===== src/rtl/bru_pkg.sv =====
// Shared types and constants for the branch resolver.
//   pred_entry_t    : one in-flight fetch prediction (pc, predicted direction, predicted target)
//   mispred_cause_e : why a resolve was treated as a mispredict
//   FALL_THROUGH_*  : sequential next-PC increments for 16-bit and 32-bit instructions
// Optional feature macro used by the top: BRU_PERF_CNT_EN.
package bru_pkg;

  localparam int unsigned BRU_PC_WIDTH     = 32;
  // Width of the target field stored per entry; the top's TARGET_WIDTH must not exceed it.
  localparam int unsigned BRU_TARGET_WIDTH = 32;

  localparam logic [BRU_PC_WIDTH-1:0] FALL_THROUGH_C = 32'd2;
  localparam logic [BRU_PC_WIDTH-1:0] FALL_THROUGH_N = 32'd4;

  typedef struct packed {
    logic [BRU_PC_WIDTH-1:0]     pc;
    logic                        pred_taken;
    logic [BRU_TARGET_WIDTH-1:0] pred_target;
  } pred_entry_t;

  typedef enum logic [1:0] {
    CAUSE_NONE,
    CAUSE_DIR,
    CAUSE_TARGET,
    CAUSE_ORDER
  } mispred_cause_e;

endpackage


===== src/rtl/bru_pred_fifo.sv =====
// In-order queue of in-flight predictions.
//   clk_i, rstn_i : clock, synchronous active-low reset
//   push_i/entry_i: write entry at tail (ignored when full or flushing)
//   pop_i         : drop head entry (ignored when empty or flushing)
//   flush_i       : discard every entry; wins over push and pop
//   head_o        : oldest entry; full_o/empty_o status
module bru_pred_fifo
  import bru_pkg::*;
#(
  parameter int unsigned DEPTH = 4
) (
  input  logic        clk_i,
  input  logic        rstn_i,
  input  logic        push_i,
  input  pred_entry_t entry_i,
  input  logic        pop_i,
  input  logic        flush_i,
  output pred_entry_t head_o,
  output logic        full_o,
  output logic        empty_o
);

  localparam int unsigned PTR_W = $clog2(DEPTH);
  localparam logic [PTR_W:0] DEPTH_CNT = DEPTH[PTR_W:0];

  pred_entry_t      mem_q [DEPTH];
  pred_entry_t      mem_d [DEPTH];
  logic [PTR_W-1:0] wr_ptr_q, wr_ptr_d;
  logic [PTR_W-1:0] rd_ptr_q, rd_ptr_d;
  logic [PTR_W:0]   count_q, count_d;
  logic             do_push, do_pop;

  assign full_o  = (count_q == DEPTH_CNT);
  assign empty_o = (count_q == '0);
  assign head_o  = mem_q[rd_ptr_q];

  // Full is evaluated before any same-cycle pop, so push+pop at full drops the push.
  assign do_push = push_i && !full_o && !flush_i;
  assign do_pop  = pop_i && !empty_o && !flush_i;

  always_comb begin
    mem_d    = mem_q;
    wr_ptr_d = wr_ptr_q;
    rd_ptr_d = rd_ptr_q;
    count_d  = count_q;
    if (flush_i) begin
      wr_ptr_d = '0;
      rd_ptr_d = '0;
      count_d  = '0;
    end else begin
      if (do_push) begin
        mem_d[wr_ptr_q] = entry_i;
        wr_ptr_d        = wr_ptr_q + PTR_W'(1);
      end
      if (do_pop) begin
        rd_ptr_d = rd_ptr_q + PTR_W'(1);
      end
      case ({do_push, do_pop})
        2'b10:   count_d = count_q + (PTR_W+1)'(1);
        2'b01:   count_d = count_q - (PTR_W+1)'(1);
        default: count_d = count_q;
      endcase
    end
  end

  always_ff @(posedge clk_i) begin
    if (!rstn_i) begin
      mem_q    <= '{default: '0};
      wr_ptr_q <= '0;
      rd_ptr_q <= '0;
      count_q  <= '0;
    end else begin
      mem_q    <= mem_d;
      wr_ptr_q <= wr_ptr_d;
      rd_ptr_q <= rd_ptr_d;
      count_q  <= count_d;
    end
  end

endmodule


===== src/rtl/branch_resolver.sv =====
// Execute-side branch resolver: tracks fetch predictions in order, checks each against the
// resolved outcome, issues a front-end redirect on mispredict and drives the predictor update.
//   push*     : fetch-side prediction enqueue (pushReady_o = queue not full)
//   res*      : execute-side resolution of the oldest branch
//   flush_i   : empties the queue and suppresses a same-cycle redirect
//   redirect* : registered refetch pulse and corrected PC
//   upd*      : registered predictor update pulse and payload
//   err_o     : sticky ordering violation (resolve while empty or PC mismatch)
//   branchCnt_o / mispredCnt_o : saturating counters when BRU_PERF_CNT_EN is defined, else 0
module branch_resolver
  import bru_pkg::*;
#(
  parameter int unsigned DEPTH        = 4,
  parameter int unsigned TARGET_WIDTH = 32
) (
  input  logic                    clk_i,
  input  logic                    rstn_i,
  input  logic                    pushValid_i,
  output logic                    pushReady_o,
  input  logic [31:0]             pushPc_i,
  input  logic                    pushPredTaken_i,
  input  logic [TARGET_WIDTH-1:0] pushPredTarget_i,
  input  logic                    resValid_i,
  input  logic [31:0]             resPc_i,
  input  logic                    resTaken_i,
  input  logic [TARGET_WIDTH-1:0] resTarget_i,
  input  logic                    resCompressed_i,
  input  logic                    flush_i,
  output logic                    redirectValid_o,
  output logic [31:0]             redirectPc_o,
  output logic                    updValid_o,
  output logic                    updTaken_o,
  output logic [31:0]             updPc_o,
  output logic [TARGET_WIDTH-1:0] updTarget_o,
  output logic                    err_o,
  output logic [31:0]             branchCnt_o,
  output logic [31:0]             mispredCnt_o
);

  pred_entry_t    push_entry, head;
  logic           full, empty;
  mispred_cause_e cause;
  logic           mispred;
  logic [31:0]    next_pc;

  logic                    upd_valid_q, upd_valid_d;
  logic                    upd_taken_q, upd_taken_d;
  logic [31:0]             upd_pc_q, upd_pc_d;
  logic [TARGET_WIDTH-1:0] upd_target_q, upd_target_d;
  logic                    redirect_valid_q, redirect_valid_d;
  logic [31:0]             redirect_pc_q, redirect_pc_d;
  logic                    err_q, err_d;

  assign push_entry = '{pc:          pushPc_i,
                        pred_taken:  pushPredTaken_i,
                        pred_target: BRU_TARGET_WIDTH'(pushPredTarget_i)};

  always_comb begin
    cause = CAUSE_NONE;
    if (resValid_i) begin
      if (empty || (resPc_i != head.pc)) begin
        cause = CAUSE_ORDER;
      end else if (head.pred_taken != resTaken_i) begin
        cause = CAUSE_DIR;
      end else if (resTaken_i && (TARGET_WIDTH'(head.pred_target) != resTarget_i)) begin
        cause = CAUSE_TARGET;
      end
    end
  end

  assign mispred = (cause != CAUSE_NONE);
  assign next_pc = resTaken_i ? 32'(resTarget_i)
                              : resPc_i + (resCompressed_i ? FALL_THROUGH_C : FALL_THROUGH_N);

  // A mispredict squashes every younger entry, so the popped head goes with the flush and any
  // same-cycle push is dropped inside the FIFO.
  bru_pred_fifo #(
    .DEPTH(DEPTH)
  ) u_fifo (
    .clk_i   (clk_i),
    .rstn_i  (rstn_i),
    .push_i  (pushValid_i),
    .entry_i (push_entry),
    .pop_i   (resValid_i),
    .flush_i (flush_i || mispred),
    .head_o  (head),
    .full_o  (full),
    .empty_o (empty)
  );

  assign pushReady_o = !full;

  always_comb begin
    upd_valid_d      = resValid_i;
    upd_taken_d      = resValid_i && resTaken_i;
    upd_pc_d         = resValid_i ? resPc_i : '0;
    upd_target_d     = resValid_i ? resTarget_i : '0;
    redirect_valid_d = mispred && !flush_i;
    redirect_pc_d    = redirect_valid_d ? next_pc : '0;
    err_d            = err_q || (cause == CAUSE_ORDER);
  end

  always_ff @(posedge clk_i) begin
    if (!rstn_i) begin
      upd_valid_q      <= 1'b0;
      upd_taken_q      <= 1'b0;
      upd_pc_q         <= '0;
      upd_target_q     <= '0;
      redirect_valid_q <= 1'b0;
      redirect_pc_q    <= '0;
      err_q            <= 1'b0;
    end else begin
      upd_valid_q      <= upd_valid_d;
      upd_taken_q      <= upd_taken_d;
      upd_pc_q         <= upd_pc_d;
      upd_target_q     <= upd_target_d;
      redirect_valid_q <= redirect_valid_d;
      redirect_pc_q    <= redirect_pc_d;
      err_q            <= err_d;
    end
  end

  assign updValid_o      = upd_valid_q;
  assign updTaken_o      = upd_taken_q;
  assign updPc_o         = upd_pc_q;
  assign updTarget_o     = upd_target_q;
  assign redirectValid_o = redirect_valid_q;
  assign redirectPc_o    = redirect_pc_q;
  assign err_o           = err_q;

`ifdef BRU_PERF_CNT_EN
  logic [31:0] branch_cnt_q, branch_cnt_d;
  logic [31:0] mispred_cnt_q, mispred_cnt_d;

  always_comb begin
    branch_cnt_d  = branch_cnt_q;
    mispred_cnt_d = mispred_cnt_q;
    if (resValid_i && (branch_cnt_q != '1)) branch_cnt_d = branch_cnt_q + 32'd1;
    if (mispred && (mispred_cnt_q != '1))   mispred_cnt_d = mispred_cnt_q + 32'd1;
  end

  always_ff @(posedge clk_i) begin
    if (!rstn_i) begin
      branch_cnt_q  <= '0;
      mispred_cnt_q <= '0;
    end else begin
      branch_cnt_q  <= branch_cnt_d;
      mispred_cnt_q <= mispred_cnt_d;
    end
  end

  assign branchCnt_o  = branch_cnt_q;
  assign mispredCnt_o = mispred_cnt_q;
`else
  assign branchCnt_o  = '0;
  assign mispredCnt_o = '0;
`endif

endmodule


===== config.mk =====
export PLATFORM = sky130hd
export DESIGN_NAME = branch_resolver
export DESIGN_NICKNAME = d
export VERILOG_FILES = /design/src/rtl/bru_pkg.sv /design/src/rtl/bru_pred_fifo.sv /design/src/rtl/branch_resolver.sv
export SDC_FILE = /design/constraint.sdc
export NUM_CORES = 1
export LEC_CHECK = 0
export ABC_AREA = 0
export BUFFER_PORTS_ARGS = -buffer_cell sky130_fd_sc_hd__buf_2
export CORE_MARGIN = 2
export CORE_UTILIZATION = 39
export DETAILED_ROUTE_END_ITERATION = 8
export PLACE_DENSITY = 0.59
export SLEW_MARGIN = 20
export SYNTH_ARGS = -nofsm -noshare
export SYNTH_HDL_FRONTEND = slang
export SYNTH_SLANG_ARGS = --single-unit

===== constraint.sdc =====
create_clock -name clk_i -period 3.19 [get_ports clk_i]
set_input_delay 0.638 -clock clk_i [delete_from_list [all_inputs] [get_ports clk_i]]
set_output_delay 0.638 -clock clk_i [all_outputs]
set_load 0.03 [all_outputs]

# --- After elaboration in Yosys (flattened, before gate mapping) ---
# Index checks and enable logic that the tools add are counted.
classes:
  n_addsub: 5
  magnitude_cmp: 3
  eq_ne: 7
  mux: 13
  bitwise: 4
  n_reduce_logical: 22
ops:
  columns: ["cell", "n"]
  rows:
  - ["$bwmux 260", 1]
  - ["$mux 65", 3]
  - ["$bmux 65 s2", 1]
  - ["$demux 65 s2", 1]
  - ["$ne 32x32->1", 2]
  - ["$add 32x3->32", 1]
  - ["$mux 32", 1]
  - ["$logic_and 1x1->1", 8]
  - ["$mux 2", 4]
  - ["$ge 3x3->1 const B", 2]
  - ["$not 2->3", 2]
  - ["$pmux 3 s2", 1]
  - ["$reduce_and 2->1", 3]
  - ["$add 2x1->2 const B", 2]
  - ["$eq 2x2->1 const B", 2]
  - ["$logic_not 1->1", 4]
  - ["$reduce_bool 2->1", 2]
  - ["$add 3x1->3 const B", 1]
  - ["$eq 3x3->1 const B", 1]
  - ["$logic_not 3->1", 1]
  - ["$logic_or 1x1->1", 3]
  - ["$lt 3x1->1 const B", 1]
  - ["$mux 3", 1]
  - ["$sub 3x1->3 const B", 1]
  - ["other kinds (4)", 5]
word_totals:
  reg_bits: 367
  output_inout_bits: 165
  word_cells: 76

# --- Logic depth before layout (Yosys ltp) ---
logic_depth:
  depth_word: 16
  mapped_depth: 18

# --- By module ---
# From an unflattened synthesis, not the netlist that was laid out.
hier_totals:
  cells_unflattened: 1556
  area_unflattened_um2: 16095.4
modules_own_cells:
  columns: ["mod", "n_inst", "cells_per_inst", "area_per_inst_um2"]
  rows:
  - ["bru_pred_fifo", 1, 1041, 11340.9]
  - ["branch_resolver", 1, 515, 4754.6]

# --- Worst setup path after synthesis ---
# OpenSTA, ideal clock, no wires.
synth_path:
  path_type: "flip-flop to flip-flop"
  startpoint: "reg u_fifo.rd_ptr_q[0]"
  endpoint: "reg u_fifo.count_q[2]"
  setup_time_ns: 0.122
  t_arrival_ns: 3.382
  slack_ns: -0.314
  path_stages_with_launch: 18
  synth_period_minus_slack_ns: 3.504
  path_cell_list: "dfxtp_1 buf_2 buf_2 mux4_2 xnor2_1 nand4_1 nor4_1 nand4_1 o21ai_2 nand2_1 nor2_1 ha_1 inv_1 fa_1 xor2_1 nor2_1 xnor2_1 nor2_1"
synth_between:
  elab_chain_len: 16
  elab_cells_between_ends: 23
  classes_between: "5 x eq/ne; 8 x mux; 1 x bitwise; 9 x reduce/logical"
synth_lines:
  columns: ["element", "line_no", "rtl"]
  rows:
  - ["start: declaration", "bru_pred_fifo.sv:29", "logic [PTR_W-1:0] rd_ptr_q, rd_ptr_d;"]
  - ["start signal: assignment", "bru_pred_fifo.sv:75", "rd_ptr_q <= rd_ptr_d;"]
  - ["$not 2->3 (implied by the code) (*)", "bru_pred_fifo.sv:35", "assign head_o = mem_q[rd_ptr_q];"]
  - ["$bmux 65 s2 (*)", "bru_pred_fifo.sv:35", null]
  - ["$mux 65 (implied by the code) (*) (2 in series)", "bru_pred_fifo.sv:35", null]
  - ["$ne 32x32->1", "branch_resolver.sv:65", "end else if (resTaken_i && (TARGET_WIDTH'(head.pred_target) != resTarget_i)) begin"]
  - ["$logic_and 1x1->1", "branch_resolver.sv:65", null]
  - ["$mux 2", "branch_resolver.sv:65", null]
  - ["$mux 2", "branch_resolver.sv:63", "end else if (head.pred_taken != resTaken_i) begin"]
  - ["$mux 2 (*)", "branch_resolver.sv:61", "if (empty || (resPc_i != head.pc)) begin"]
  - ["$mux 2 (*)", "branch_resolver.sv:60", "if (resValid_i) begin"]
  - ["$reduce_bool 2->1 (*)", "branch_resolver.sv:71", "assign mispred = (cause != CAUSE_NONE);"]
  - ["$logic_or 1x1->1 (*)", "branch_resolver.sv:85", ".flush_i (flush_i || mispred),"]
  - ["$logic_not 1->1 (*)", "bru_pred_fifo.sv:39", "assign do_pop = pop_i && !empty_o && !flush_i;"]
  - ["$logic_and 1x1->1 (*)", "bru_pred_fifo.sv:39", null]
  - ["net u_fifo.do_pop", "bru_pred_fifo.sv:31", "logic do_push, do_pop;"]
  - ["$eq 2x1->1 or $eq 2x2->1 (tied branches)", "bru_pred_fifo.sv:58", "case ({do_push, do_pop})"]
  - ["$pmux 3 s2 or $reduce_bool 2->1 (tied branches)", null, null]
  - ["end signal: assignment", "bru_pred_fifo.sv:76", "count_q <= count_d;"]
  - ["end: declaration", "bru_pred_fifo.sv:30", "logic [PTR_W:0] count_q, count_d;"]
# Mark *: on every way through the listed nets, which the timed path passes. The rest lies on a longest branch. The select of a mux whose other input is x is not followed.
# A chain may end at the register's enable or synchronous reset.

# --- Final worst setup path ---
# Same ends and word-level chain as after synthesis.

==> results.txt <==
No sink is reached through more buffers than the 3 on the longest clock path. The critical path starts at u_fifo.rd_ptr_q[0]. The floorplan die height is 207 um. The maximum clock rate is 0.271 GHz.

TritonCTS created 41 clock buffers. The fraction of final layout cells with drive strength greater than 1 came out at 28.6%. The clock tree synthesis step divided the H-tree into 2 levels. The core region is 40800 um^2.

The root buffer cell chosen for the clock tree is sky130_fd_sc_hd__clkbuf_16. The post-detailed-route count of antenna-violating nets is 0. For this block, the via count after detailed routing is 12849.

The worst slack at placement came out at -454 ps. The post-detailed-route DRC marker count came out at 0. After layout, the worst setup slack is -495 ps. The final wirelength came out at 55600 um.

The first routing iteration left 1196 violations. Setup slack on the worst reg-to-reg path comes out at -490 ps. For this run, the detailed router's first-pass iteration total came to 5. The area taken by multi-input logic gates is 8030 um^2.

In this run the worst hold path is classified as in2reg. The data required time of the critical path is 3630 ps. Dividing the detail-routed wire length by the instance count gives 22.4 um. TritonCTS built the clock tree.

Summed over all nets, the half-perimeter wirelength after detailed placement is 35900 um. The capturing element of the worst setup path is u_fifo.count_q[2]. The number of enable flip-flop cells after synthesis is 0.

The insertion delay of the later-clocked pin in the worst-skew pair is 570 ps. The number of different library cells in the post-synthesis netlist came out at 33. In this run the static leakage power is 10.3 nW. Across the run, the number of max-cap violations was 0. Of the available clock period, the critical path in the final layout requires 116%. The flow ran to the end, but the final reports show violations.

Across every metal layer, demand over resource in global routing totals 24.8%. The final count of pins violating max slew is 0. The net count reported at finish came out at 2058. Setup repair after global routing could not meet its margin everywhere. The area growth from synthesis to layout is 30.3%. The detailed-route vias per instance came out at 5.19. The die outline area is 43000 um^2. 301 I/O pins were placed. The number of inserted filler cells in the final layout is 3624. The headroom to the max-slew limit came out at 49.6%. The startpoint identified for the worst register-to-register timing path is u_fifo.rd_ptr_q[0].

The count of non-filler cells in the finished layout is 2478. The synthesized cell area is 16100 um^2. The reg-to-reg critical path endpoint is u_fifo.count_q[2]. The tree built by TritonCTS fans out to 367 sinks. In this run the core area contains 74 standard-cell rows. The initial antenna violation count came out at 2. The cell total after placement came out at 2333.

At the end of the flow the core is filled with cells to 51.4%. Data arrives at the worst endpoint at 4130 ps. The cell type of the slowest stage on the worst timing path is sky130_fd_sc_hd__mux4_2. The initial utilization of the core area, before any placement, comes to 39.5%. Averaged over all synthesized cells, the footprint is 10.3 um^2. The minimum clock period came out at 3680 ps. Clock skew on the completed layout was measured at 25.2 ps. The critical path start-end classification is reg2reg.

The biggest cell delay along the critical path came out at 540 ps. From left edge to right edge, the die measures 207 um. Overall power consumption after layout is estimated at 0.0105 W.

The endpoint kind of the worst setup timing path is a flop. At the end of routability-driven placement, the weighted congestion stood at 0.947. The share of flip-flops with an asynchronous set or reset after synthesis is 0%. The maximum number of pins on one net before global-route repair came out at 101. The global-route congestion overflow total came out at 0. The clock-pin slew of the registers on the worst-case setup and hold paths is 60 ps. The register area share after synthesis came out at 45.6%. STA classifies the critical path startpoint as a flop. The synthesized flop and latch total is 367. The post-synthesis cell count came out at 1571. The count of buffers inserted at the top-level ports is 236. The final number of hold-violating endpoints is 0. The quantity of hold-fixing buffers added after cts came out at 0. The count of synthesis-stage warnings from yosys is 0. The highest ir drop seen on vdd is 0.000311 V. In the synthesized netlist the dominant register cell turns out to be sky130_fd_sc_hd__dfxtp_1. Of all nets on the critical path, the largest fanout is 7. The total power per unit cell area is 498 nW/um^2. Setup violations remaining at the end of the flow were counted as 267. The area of all sequential standard cells came out at 7350 um^2. The first-pass GRT wire length came out at 80700 um.

The transition time at the pin with the least slew margin is 755 ps. The signal on the critical path passes through buf_12 -> buf_4 -> buf_12 -> mux4_2 -> xnor2_2 -> nand4_1 -> nor4_2 -> nand4_1 -> o21ai_2 -> nand2_1 -> nor2_2 -> ha_4 -> inv_2 -> fa_2 -> xor2_1 -> nor2_1 -> xnor2_1 -> nor2_1. For the worst flop-to-flop path, the logic depth is 18. The number of global-route vias before repair came out at 12724. The checks that failed: negative setup slack.
==> how the worst min path moves through the flow <==
stage                                  from                 to  slack [ps]  cells after the start
after floorplan           u_fifo.mem_q[110]  u_fifo.mem_q[110]         440                      2
after global placement    u_fifo.mem_q[200]  u_fifo.mem_q[200]         440                      2
after detailed placement   u_fifo.mem_q[60]   u_fifo.mem_q[60]         450                      2
after CTS                   resTarget_i[16]    updTarget_o[16]         350                      2
after global routing        resTarget_i[18]    updTarget_o[18]         380                      2
final                       resTarget_i[16]    updTarget_o[16]         370                      2
==> worst max-delay path, delay by kind of cell, from the launching register on <==
kind | cells | cell delay, ps
AOI/OAI and AO/OA | 1 | 200
muxes | 1 | 540
DFF | 1 | 390
and+or+nand+nor | 7 | 1110
buffers and inverters | 4 | 410
adders and majority gates | 2 | 490
xor gates and xnor gates | 3 | 430
==> what timing repair did <==
action,in CTS,in global routing
gates cloned,36,6
pin swaps,13,10
setup endpoints to repair,263,300
buffers inserted,35,13
resized for setup,85,44
==> where the power goes <==
group | switching, W | total, W | internal (W)
Clock | 0.00194 | 0.00468 | 0.00275
Combinational | 0.000712 | 0.00109 | 0.000374
Sequential | 0.0000316 | 0.00469 | 0.00466
Total | 0.00268 | 0.0105 | 0.00778
==> synthesized netlist by cell type (4+ instances only) <==
cell type                    n  area share, %
sky130_fd_sc_hd__xor2_1     27            1.5
sky130_fd_sc_hd__buf_2       8           0.25
sky130_fd_sc_hd__ha_1        7           0.54
sky130_fd_sc_hd__dfxtp_1   367             46
sky130_fd_sc_hd__inv_1      14           0.33
sky130_fd_sc_hd__nor2_1     67            1.6
sky130_fd_sc_hd__o21ai_0     4           0.12
sky130_fd_sc_hd__buf_4      72            3.4
sky130_fd_sc_hd__and3_1     67            2.6
sky130_fd_sc_hd__nand4_1    22           0.85
sky130_fd_sc_hd__nand3_1    16           0.50
sky130_fd_sc_hd__a211oi_1   11           0.51
sky130_fd_sc_hd__mux2i_1   277             17
sky130_fd_sc_hd__buf_6      20            1.4
sky130_fd_sc_hd__xnor2_1    74            4.0
sky130_fd_sc_hd__mux4_2     59            8.2
sky130_fd_sc_hd__clkbuf_1   68            1.6
sky130_fd_sc_hd__or3_1       5           0.19
sky130_fd_sc_hd__nor3_1      6           0.19
sky130_fd_sc_hd__nand2_1   338            7.9
sky130_fd_sc_hd__a21oi_1    24           0.75
==> layer usage <==
metal | global-route usage, % | vias up | wire length (um)
met3 | 4.30 | 94 | 3670
li1 | - | 5902 | -
met4 | 9.26 | 2 | 1880
met5 | 0 | - | 8
met1 | 34.0 | 6335 | 24800
met2 | 39.1 | 516 | 25200
==> logic make-up (layout without fill, tap and decap cells) <==
group                      count (synthesis)  after routing  share of synthesized area, %
buffers and inverters                    185            496                          6.98
muxes                                    336            336                          25.5
DFF                                      367            367                          45.6
and+or+nand+nor                          528            528                          14.1
other                                      1             65                        0.0233
adders and majority gates                  9              9                         0.792
xor gates and xnor gates                 101            101                          5.49
AOI/OAI and AO/OA                         44             44                          1.62
==> state kept, by name (all words and copies together) (netlist names) <==
register and cells:
err_o 1, updValid_o 1, redirectPc_o 32, u_fifo.mem_q 260, updPc_o 32, redirectValid_o 1
updTaken_o 1, u_fifo.count_q 3, updTarget_o 32, u_fifo.wr_ptr_q 2, u_fifo.rd_ptr_q 2
==> placed cells by master, fill, tap and decap left out, types with 7 or more instances in the layout <==
cell type | synthesis | layout
sky130_fd_sc_hd__nor2_1 | 67 | 63
sky130_fd_sc_hd__buf_6 | 20 | 14
sky130_fd_sc_hd__buf_12 | 0 | 38
sky130_fd_sc_hd__xnor2_2 | 0 | 8
sky130_fd_sc_hd__buf_2 | 8 | 235
sky130_fd_sc_hd__nand2_1 | 338 | 338
sky130_fd_sc_hd__xnor2_1 | 74 | 66
sky130_fd_sc_hd__mux4_2 | 59 | 59
sky130_fd_sc_hd__dfxtp_1 | 367 | 365
sky130_fd_sc_hd__conb_1 | 1 | 64
sky130_fd_sc_hd__a211oi_1 | 11 | 10
sky130_fd_sc_hd__buf_8 | 0 | 7
sky130_fd_sc_hd__nand3_1 | 16 | 15
sky130_fd_sc_hd__clkbuf_8 | 0 | 10
sky130_fd_sc_hd__xor2_1 | 27 | 27
sky130_fd_sc_hd__and3_1 | 67 | 67
sky130_fd_sc_hd__buf_16 | 0 | 22
sky130_fd_sc_hd__nand4_1 | 22 | 22
sky130_fd_sc_hd__clkbuf_16 | 0 | 46
sky130_fd_sc_hd__inv_1 | 14 | 13
sky130_fd_sc_hd__mux2i_1 | 277 | 274
sky130_fd_sc_hd__clkbuf_1 | 68 | 11
sky130_fd_sc_hd__a21oi_1 | 24 | 24
sky130_fd_sc_hd__buf_4 | 72 | 87
==> metrics by stage <==
stage	TNS, ps	hold WS (ps)	cell area [um^2]
6_report	-97270	368	21000
2_1_floorplan	-189	435	16400
5_1_grt	-132260	383	21000
4_1_cts	-63120	351	21000
3_3_place_gp	-17370	442	18100
3_5_place_dp	-33100	452	18100
==> layout make-up <==
class                      count  share of cell area [%]
tap                          532                    3.17
clock inverter                12                   0.507
timing repair buffer         407                    16.9
sequential                   367                    35.0
antenna                        1                  0.0119
clock buffer                  63                    5.86
multi-input combinational   1082                    38.2
inverter                      14                   0.250
Note: power is estimated with default switching activity, not from simulation.
